==> config.mk <==
export PLATFORM = sky130hd
export DESIGN_NAME = alu_ctrl_seq
export DESIGN_NICKNAME = d
export VERILOG_FILES = /design/src/rtl/alu_ctrl_seq.sv
export SDC_FILE = /design/constraint.sdc
export NUM_CORES = 1
export LEC_CHECK = 0
export CAP_MARGIN = 20
export CORE_UTILIZATION = 42
export CTS_BUF_LIST = sky130_fd_sc_hd__clkbuf_4 sky130_fd_sc_hd__clkbuf_8
export DETAILED_ROUTE_END_ITERATION = 10
export MAX_ROUTING_LAYER = met4
export PLACE_DENSITY = 0.81
export SLEW_MARGIN = 0
export SYNTH_ARGS = -nofsm -noshare
export SYNTH_HDL_FRONTEND = slang
export SYNTH_SLANG_ARGS = --single-unit
==> constraint.sdc <==
create_clock -name clk -period 1.8 [get_ports clk]
set_clock_uncertainty 0.2 [all_clocks]
set_input_delay 0.36 -clock clk [delete_from_list [all_inputs] [get_ports clk]]
set_output_delay 0.36 -clock clk [all_outputs]
set_load 0.005 [all_outputs]
==> src/rtl/alu_ctrl_seq.sv <==
// ALU control sequencer: decodes opcodes into registered ALU control fields and
// sequences a shift-add multiply. Optional multiply support: define ALU_CTRL_MUL_EN.
module alu_ctrl_seq #(
  parameter int WIDTH = 8,
  localparam int SW = (WIDTH > 1) ? $clog2(WIDTH) : 1
) (
  input  logic          clk,
  input  logic          rst,
  input  logic          op_valid,
  output logic          op_ready,
  input  logic [4:0]    opcode,
  input  logic          hold,
  output logic [3:0]    compare_ctrl,
  output logic [1:0]    andornot_ctrl,
  output logic          addsub_ctrl,
  output logic [1:0]    mux_ctrl,
  output logic          ctrl_valid,
  output logic          acc_clr,
  output logic          acc_shift,
  output logic [SW-1:0] step,
  output logic          done,
  output logic          err
);

  typedef enum logic [1:0] {
    S_IDLE = 2'd0,
    S_CLR  = 2'd1,
    S_STEP = 2'd2
  } state_t;

`ifdef ALU_CTRL_MUL_EN
  localparam logic [SW-1:0] LAST = SW'(WIDTH - 1);
`endif

  state_t        state_q, state_nx;
  logic [SW-1:0] step_q, step_nx;
  logic [3:0]    cmp_nx;
  logic [1:0]    aon_nx;
  logic          as_nx;
  logic [1:0]    mux_nx;
  logic          cv_nx;
  logic          clr_nx;
  logic          sh_nx;
  logic          done_nx;
  logic          err_nx;
  logic          accept;

  // Ready is combinational on hold so a stall takes effect in the same cycle.
  assign op_ready = !rst && !hold && ((state_q == S_IDLE)
`ifdef ALU_CTRL_MUL_EN
                    || ((state_q == S_STEP) && (step_q == LAST))
`endif
                    );
  assign accept = op_valid && op_ready;
  assign step   = step_q;

  // Next-state and next-output decode; hold keeps every register unchanged.
  always_comb begin
    state_nx = state_q;
    step_nx  = step_q;
    cmp_nx   = compare_ctrl;
    aon_nx   = andornot_ctrl;
    as_nx    = addsub_ctrl;
    mux_nx   = mux_ctrl;
    cv_nx    = ctrl_valid;
    clr_nx   = acc_clr;
    sh_nx    = acc_shift;
    done_nx  = done;
    err_nx   = err;
    if (hold) begin
      state_nx = state_q;
    end else begin
      state_nx = S_IDLE;
      step_nx  = '0;
      cmp_nx   = 4'd0;
      aon_nx   = 2'b11;
      as_nx    = 1'b0;
      mux_nx   = 2'b00;
      cv_nx    = 1'b0;
      clr_nx   = 1'b0;
      sh_nx    = 1'b0;
      done_nx  = 1'b0;
      err_nx   = 1'b0;
      if (accept) begin
        cv_nx   = 1'b1;
        done_nx = 1'b1;
        case (opcode)
          5'h00: cmp_nx = 4'd2;
          5'h01: cmp_nx = 4'd3;
          5'h04: cmp_nx = 4'd4;
          5'h05: cmp_nx = 4'd5;
          5'h09: cmp_nx = 4'd6;
          5'h0A: cmp_nx = 4'd7;
          5'h0B: cmp_nx = 4'd8;
          5'h0C: cmp_nx = 4'd9;
          5'h0D: cmp_nx = 4'd10;
          5'h0E: cmp_nx = 4'd11;
          5'h02: begin as_nx = 1'b0; mux_nx = 2'b10; end
          5'h03: begin as_nx = 1'b1; mux_nx = 2'b10; end
          5'h06: begin aon_nx = 2'b00; mux_nx = 2'b01; end
          5'h07: begin aon_nx = 2'b11; mux_nx = 2'b01; end
          5'h08: begin aon_nx = 2'b01; mux_nx = 2'b01; end
          5'h0F: begin aon_nx = 2'b10; mux_nx = 2'b01; end
`ifdef ALU_CTRL_MUL_EN
          5'h10: begin
            state_nx = S_CLR;
            clr_nx   = 1'b1;
            mux_nx   = 2'b11;
            done_nx  = 1'b0;
          end
`endif
          default: begin
            cv_nx   = 1'b0;
            done_nx = 1'b0;
            err_nx  = 1'b1;
          end
        endcase
`ifdef ALU_CTRL_MUL_EN
      end else if (state_q == S_CLR) begin
        state_nx = S_STEP;
        step_nx  = '0;
        cv_nx    = 1'b1;
        sh_nx    = 1'b1;
        mux_nx   = 2'b11;
      end else if ((state_q == S_STEP) && (step_q != LAST)) begin
        state_nx = S_STEP;
        step_nx  = step_q + SW'(1);
        cv_nx    = 1'b1;
        sh_nx    = 1'b1;
        mux_nx   = 2'b11;
        done_nx  = (step_nx == LAST);
`endif
      end else begin
        state_nx = S_IDLE;
      end
    end
  end

  // State and output registers with synchronous reset to idle defaults.
  always_ff @(posedge clk) begin
    if (rst) begin
      state_q       <= S_IDLE;
      step_q        <= '0;
      compare_ctrl  <= 4'd0;
      andornot_ctrl <= 2'b11;
      addsub_ctrl   <= 1'b0;
      mux_ctrl      <= 2'b00;
      ctrl_valid    <= 1'b0;
      acc_clr       <= 1'b0;
      acc_shift     <= 1'b0;
      done          <= 1'b0;
      err           <= 1'b0;
    end else begin
      state_q       <= state_nx;
      step_q        <= step_nx;
      compare_ctrl  <= cmp_nx;
      andornot_ctrl <= aon_nx;
      addsub_ctrl   <= as_nx;
      mux_ctrl      <= mux_nx;
      ctrl_valid    <= cv_nx;
      acc_clr       <= clr_nx;
      acc_shift     <= sh_nx;
      done          <= done_nx;
      err           <= err_nx;
    end
  end

endmodule

* After elaboration in Yosys (flattened, before gate mapping)
Cells that the tools add are included.
** Word-level totals
- Register bits :: 11
- Input bits :: 9
- Output and inout bits :: 18
** Operators by class
- Equal/unequal tests :: 15
- Muxes and demuxes :: 12
- Reductions and logical operators :: 8
** Operators by type and width (count)
- 5-bit by 4-bit equality test with 1-bit output, second input constant :: 8
- 4-bit case mux with 10 select lines :: 1
- 5-bit by 3-bit equality test with 1-bit output, second input constant :: 4
- 16-bit OR reduction :: 1
- 5-bit by 2-bit equality test with 1-bit output, second input constant :: 2
- 1-bit 2-to-1 mux :: 6
- 2-bit case mux with 3 select lines :: 1
- 5-bit by 1-bit equality test with 1-bit output, second input constant :: 1
- 5-bit logical NOT :: 1
- 2-bit 2-to-1 mux :: 2
- 4-bit 2-to-1 mux :: 1
- 2-bit case mux with 2 select lines :: 1
- 4-bit OR reduction :: 1
- 1-bit logical AND :: 2
- 1-bit logical NOT :: 2
- 2-bit OR reduction :: 1

* Depth between registers and ports, before layout
Gate-level depths: netlist of the first run.
- Word-level depth :: 4
- Depth in mapped cells :: 4

* Worst setup path after synthesis of the first run
Ideal clock, no wire load.
- Path type :: input to register
- Start :: input hold
- End :: register andornot_ctrl[0]
- Arrival time :: 1.161 ns
- Path slack :: 0.317 ns
- Stages :: 3
- Buffers on the path :: 0
- Path through :: or3b_4 > or2_1 > o32a_1
** Between the ends
- Word-level cells in the longest chain between the ends :: 4
** Ends and longest elaborated chain
- start: declaration :: RTL line 12 : input logic hold,
- 1-bit logical NOT :: RTL line 49 : assign op_ready = !rst && !hold && ((state_q == S_IDLE)
- 1-bit logical AND :: RTL line 49
- 1-bit logical AND :: RTL line 54 : assign accept = op_valid && op_ready;
- 2-bit 2-to-1 mux :: RTL line 84 : if (accept) begin
- end signal: assignment :: RTL line 157 : andornot_ctrl <= aon_nx;
- end: declaration :: RTL line 14 : output logic [1:0] andornot_ctrl,
Parallel ways exist; a longest one is shown, timed or not.
A chain may end at the register's enable or synchronous reset.

* Worst setup path in the final report of the first run
- Start :: input rst
- End :: output op_ready
** Between the ends
- Word-level cells in the longest chain between the ends :: 2
** Ends and longest elaborated chain
- start: declaration :: RTL line 8 : input logic rst,
- 1-bit logical NOT :: RTL line 49
- 1-bit logical AND :: RTL line 49
- end: declaration :: RTL line 10 : output logic op_ready,
No other way between the ends.

==> impl_results.md, run 1 <==
* Part of the power in the clock network at 34.6%
* WL/cell at 10.67 µm
* Critical Path End Type: output port
* Fin crit share at 96.86%
* Sequential power share at 46.8%
* HPWL Detailed at 935.2 µm
* Starting Density at 45.20%
* GRT Residual Overflow at 0
* P_sw at 130.1 µW
* Top fanout value on the critical path at 2
* Comb power frac at 18.6%
* Most frequent cell after synthesis: dfxtp_1
* Fin nets at 109
* Diode count at 0
* Dpl ws at -0.2459 ns
* GRT Util Overall at 18.96%
* Worst setup SP type: input port
* Die Ht at 39.66 µm
* Share of cells above drive strength 1 at 17.17%
* Outcome: completed
* Setup ws final at 0.05643 ns
* Number of synthesized flops with an enable pin at 0
* Worst EP required at 1.24 ns
* Max cap viols at 0
* First-pass GRT wire length at 1904 µm
* Synthesized cell area at 595.6 µm²
* Worst-path clk slew at 0.07 ns
* Vias in the first global route at 465
* Class of the worst hold path: reg -> reg
* Initial antenna violation count at 0
* Synthesis-stage register bit count at 11
* Yosys cell types at 31
* Period minus WS final at 1.744 ns
* Syn Inst Count at 71
* Endpoints failing hold at 0
* Switch share at 24.39%
* GPL Wtd Cong at 0.7702
* CTS tree: built
* Flop2flop setup slack at 0.80 ns
* Synth-to-layout area growth at 46.43%
* Die X at 39.66 µm
* Die area at 1573 µm²
* Worst EP arrival at 1.18 ns
* IO Pins at 27
* DR iter-0 viols at 7
* Root Driver: clkbuf_4
* Register area share after synthesis at 36.97%
* # setup viols final at 0
* Pleak at 0.0003353 µW
* Tightest hold margin at 0.2709 ns
* Post-synthesis async set-or-reset flop share at 0%
* Crit path to: op_ready
* Num CTS Buffers at 3
* Filler cell count in the final layout at 121
* Yosys Warn Count at 0
* Clock Sinks at 11
* RSZ-0062 raised after global routing: false
* Antenna-violating nets left at 0
* Clock Latency Late Sink at 0.26 ns
* Via/cell ratio at 4.939
* Main flop type after synthesis: dfxtp_1
* P per Cell Area at 611.9 nW/µm²
* Internal power at 403.5 µW
* Critical path type: in -> out
* Crit path from: rst
* Clk buf depth at 2
* DRC errors left at 0
* Max Clock Freq at 0.5735 GHz
* Reg-to-reg endpoint: compare_ctrl[1]
* Area leader, netlist: dfxtp_1
* Largest net degree at the start of global routing at 15
* Port-buffer cells at 21
* Peak supply drop at 0.3013 mV
* DR vias at 563
* Max Slew Vio Count at 0
* Post-CTS Setup Inserts at 0
* Core area at 1318 µm²
* Drt first pass iters at 4
* Final WL at 1216 µm
* Worst r2r src: compare_ctrl[1]
* Share of the synthesized area in the top cell type at 36.97%
* H-Tree Level Count at 1
* Synth top area cells: dfxtp_1, buf_4, nand2_1, a21oi_1, nand2b_1
* Row Count at 13
* Avg Inst Size Synth at 8.388 µm²
* Post-synth top cells: dfxtp_1, nand2_1, buf_4
* R2R cell count at 2
layout make-up:
| cell class | count | area [µm²] | share of cell area [%] |
|---|---|---|---|
| timing repair buffer | 31 | 282.8 | 32.42 |
| tap | 15 | 18.77 | 2.152 |
| inverter | 1 | 3.754 | 0.4304 |
| clock buffer | 4 | 30.03 | 3.443 |
| sequential | 11 | 220.2 | 25.25 |
| multi-input combinational | 52 | 316.6 | 36.30 |
logic make-up after synthesis:
family                 Yosys count  synth area share (%)
AND/OR/NAND/NOR                 29                 26.89
AO/OA/AOI/OAI                   15                 18.49
buffers and inverters           12                 12.39
flip-flops                      11                 36.97
XOR/XNOR                         2                 2.942
multiplexers                     1                 1.681
other                            1                0.6296
metrics by stage:
| step | power [µW] | area, µm² | TNS (ns) | std cells | utilization (%) |
|---|---|---|---|---|---|
| final | 533.6 | 872.1 | 0 | 114 | 66.19 |
| after global routing | 559.8 | 872.1 | 0 | 114 | 66.19 |
| after CTS | 540.2 | 872.1 | 0 | 114 | 66.19 |
| after detailed placement | 356.0 | 844.6 | -1.368 | 110 | 64.10 |
| after global placement | 354.6 | 844.6 | -1.271 | 110 | 64.10 |
| after floorplan | 311.0 | 610.6 | 0 | 75 | - |
registers in the layout, summed over array words and instances (netlist names):
register,count
andornot_ctrl,2
mux_ctrl,2
addsub_ctrl,1
err,1
compare_ctrl,4
done,1
how the worst min path moves through the flow:
stage | from | endpoint | slack (ns) | depth (start not counted)
detailed placement | err | err | 0.27 | 2
finish | err | err | 0.27 | 2
floorplan | err | err | 0.26 | 2
global route | err | err | 0.29 | 2
global placement | err | err | 0.25 | 2
CTS | err | err | 0.28 | 2
critical path, cell delays in order:
cell and delay (ns):
clkdlybuf4s50_1 0.50, nor2_1 0.06, dlygate4sd2_1 0.26
metal layers:
| metal | up-vias | global-route usage (%) | part of all wire [%] | wire, µm |
|---|---|---|---|---|
| met3 | 2 | 3.409 | 3.9 | 47 |
| li1 | 296 | - | - | - |
| met2 | 19 | 27.05 | 45 | 542 |
| met4 | 0 | 10.34 | 0.49 | 6 |
| met1 | 246 | 25.00 | 51 | 620 |
| met5 | - | - | 0 | 0 |
cells in the final DEF, fill, tap and decap left out, drive strengths merged:
cell type	count
a211oi	1
a21oi	4
a221oi	2
a22oi	1
a32oi	1
and2	1
and4bb	1
buf	10
clkbuf	4
clkdlybuf4s50	19
conb	5
dfxtp	11
dlygate4sd2	2
inv	1
mux2i	1
nand2	8
nand2b	3
nand3	2
nand3b	2
nor2	5
nor3	3
nor3b	1
o21ai	1
o22a	1
o22ai	3
o32a	1
or2	1
or3b	2
xor2	2
what timing repair did:
action | CTS | global route
setup endpoints to repair | 1 | 0
hold buffers | 0 | 0
gates resized for setup | 2 | 0
power groups by stage:
stage	registers (µW)	logic, µW	clock network [µW]
after floorplan	256	55.1	0
after global placement	255	99.2	0
after detailed placement	256	100	0
after CTS	250	99.2	191
after global routing	250	110	199
final	250	99.3	184
Power figures use the tool's default switching activity.
==> run 2, diff against run 1 <==
--- a/config.mk
+++ b/config.mk
@@ -5,9 +5,9 @@
 export SDC_FILE = /design/constraint.sdc
 export NUM_CORES = 1
 export LEC_CHECK = 0
-export CAP_MARGIN = 20
 export CORE_UTILIZATION = 42
 export CTS_BUF_LIST = sky130_fd_sc_hd__clkbuf_4 sky130_fd_sc_hd__clkbuf_8
+export CTS_CLUSTER_DIAMETER = 200
 export DETAILED_ROUTE_END_ITERATION = 10
 export MAX_ROUTING_LAYER = met4
 export PLACE_DENSITY = 0.81
==> results of run 2 <==
Final layout, timing and power as in run 1 (identical DEF).
==> run 3, diff against run 2 <==
==> constraint.sdc (replaced) <==
create_clock -name clk -period 1.75 [get_ports clk]
set_clock_uncertainty 0.2 [all_clocks]
set_input_delay 0.35 -clock clk [delete_from_list [all_inputs] [get_ports clk]]
set_output_delay 0.35 -clock clk [all_outputs]
set_load 0.005 [all_outputs]
==> run 3 against run 2 <==
Effect of this change:
- critical path depth down 2
- critical path type is now reg -> out
- power up 4.0%
- hold slack got worse by 0.0037 ns
- cell area is 1.6% higher
- sequential power increased by 3%
- wire length increased by 8.2%
- clock-buffer cell count unchanged
- sequential share of layout area shrank 0.25 points
- clock power rose by 5%
- sequential cell count stayed put
==> impl_results.md, run 3 (same netlist as run 1, synthesis figures left out) <==
* Outcome: completed
* Row Count at 13
* Via/cell ratio at 5.113
* H-Tree Level Count at 1
* Comb power frac at 18.9%
* Max Slew Vio Count at 0
* Num CTS Buffers at 3
* DR vias at 588
* Switch share at 24.93%
* DP Area at 852.1 µm²
* Worst EP required at 1.20 ns
* Clock Sinks at 11
* Antenna-violating nets left at 0
* Fin crit share at 96.98%
* Worst path buffer plus inverter count at 1
* Cell chain of the critical path: clkdlybuf4s50_1
* RSZ-0062 raised after global routing: false
* DRC errors left at 0
* Peak supply drop at 0.5969 mV
* First-pass GRT wire length at 2021 µm
* HPWL Detailed at 996.7 µm
* Vias in the first global route at 463
* Die X at 39.66 µm
* Most common cell after layout, fill and taps aside: clkdlybuf4s50_1
* Part of the power in the clock network at 34.8%
* Fin nets at 110
* Sequential power share at 46.4%
* Largest regs: compare_ctrl (4), andornot_ctrl (2), mux_ctrl (2)
* Dpl ws at -0.2677 ns
* Synth-to-layout area growth at 48.74%
* GRT Residual Overflow at 0
* Die Ht at 39.66 µm
* Final WL at 1316 µm
* P_sw at 138.3 µW
* # setup viols final at 0
* IO Pins at 27
* GRT Util Overall at 20.96%
* Worst setup SP type: flip-flop
* Crit-path slowest cell: clkdlybuf4s50_1
* Port-buffer cells at 21
* Root Driver: clkbuf_4
* Die area at 1573 µm²
* Most frequent cells in the layout: clkdlybuf4s50_1, buf_4, dfxtp_1, nand2_1
* P per Cell Area at 626.3 nW/µm²
* Filler cell count in the final layout at 118
* Max FFs per register at 4
* WL/cell at 11.44 µm
* Clock Latency Late Sink at 0.28 ns
* Endpoints failing hold at 0
* Tightest hold margin at 0.2672 ns
* Reg with most FFs: compare_ctrl
* Worst-path clk slew at 0.07 ns
* CTS tree: built
* Setup ws final at 0.05293 ns
* Diode count at 0
* Critical Path End Type: output port
* Max cap viols at 0
* Final Total Pwr at 554.8 µW
* Core area at 1318 µm²
* Top fanout value on the critical path at 3
* Final Instance Area at 885.9 µm²
* Clk buf depth at 2
* Share of cells above drive strength 1 at 20.00%
* Class of the worst hold path: reg -> reg
* Largest net degree at the start of global routing at 15
* CP top delay family: buffers and inverters
* Drt first pass iters at 4
* Starting Density at 45.20%
* Max Clock Freq at 0.5893 GHz
* Period minus WS final at 1.697 ns
* Internal power at 416.5 µW
* Pleak at 0.0003418 µW
* Max incr delay on CP at 0.52 ns
* GPL Wtd Cong at 0.8084
* DR iter-0 viols at 7
* Critical path type: reg -> out
* Initial antenna violation count at 0
* Worst EP arrival at 1.15 ns
## run 3: cell types whose count changed in the layout (fill, tap and decap cells not counted)
cell / change
a221oi_1: -1
buf_4: +1
dfxtp_1: -1
dlygate4sd2_1: +1
a221oi_2: +1
dfxtp_2: +1
clkdlybuf4s50_1: -1
## run 3: layout make-up
class | instances | area [µm²] | share of cell area [%]
inverters | 1 | 3.754 | 0.4237
repair buffers | 32 | 289.0 | 32.63
clock buffers | 4 | 30.03 | 3.390
flip-flops and latches | 11 | 221.5 | 25.00
multi-input cells | 52 | 322.8 | 36.44
well taps | 15 | 18.77 | 2.119
## run 3: what timing repair did
| action | 4_1_cts | 5_1_grt |
|---|---|---|
| gates resized for setup | 3 | 2 |
| setup buffers | 0 | 0 |
| hold buffers | 0 | 0 |
| endpoints found under the setup margin | 1 | 2 |
## run 3: metrics by stage
stage	std cells	setup TNS [ns]	utilization (%)
finish	115	0	67.24
global route	115	0	67.24
CTS	115	0	66.67
detailed placement	111	-2.001	64.67
global placement	111	-1.745	64.67
floorplan	75	0	-
## run 3: power groups by stage
stage	clock network (µW)	registers, µW	logic, µW
2_1_floorplan	0	263	56.7
3_3_place_gp	0	263	104
3_5_place_dp	0	263	106
4_1_cts	201	257	103
5_1_grt	205	258	115
6_report	193	257	105
## run 3: layer usage
metal / wire length (µm) / vias to the layer above / global-route usage (%)
met1: 618 / 263 / 25.51
met3: 85 / 4 / 10.23
met2: 579 / 22 / 28.28
met4: 34 / 0 / 10.34
li1: - / 299 / -
met5: 0 / - / -
## run 3: worst paths after layout
kind / cells after the start / startpoint / slack, ns / to
worst max-delay path: 1 / compare_ctrl[2] / 0.05 / compare_ctrl[2]
worst min-delay path: 2 / err / 0.27 / err
worst max register to register: 2 / compare_ctrl[1] / 0.71 / compare_ctrl[1]
worst min register to register: 2 / err / 0.27 / err
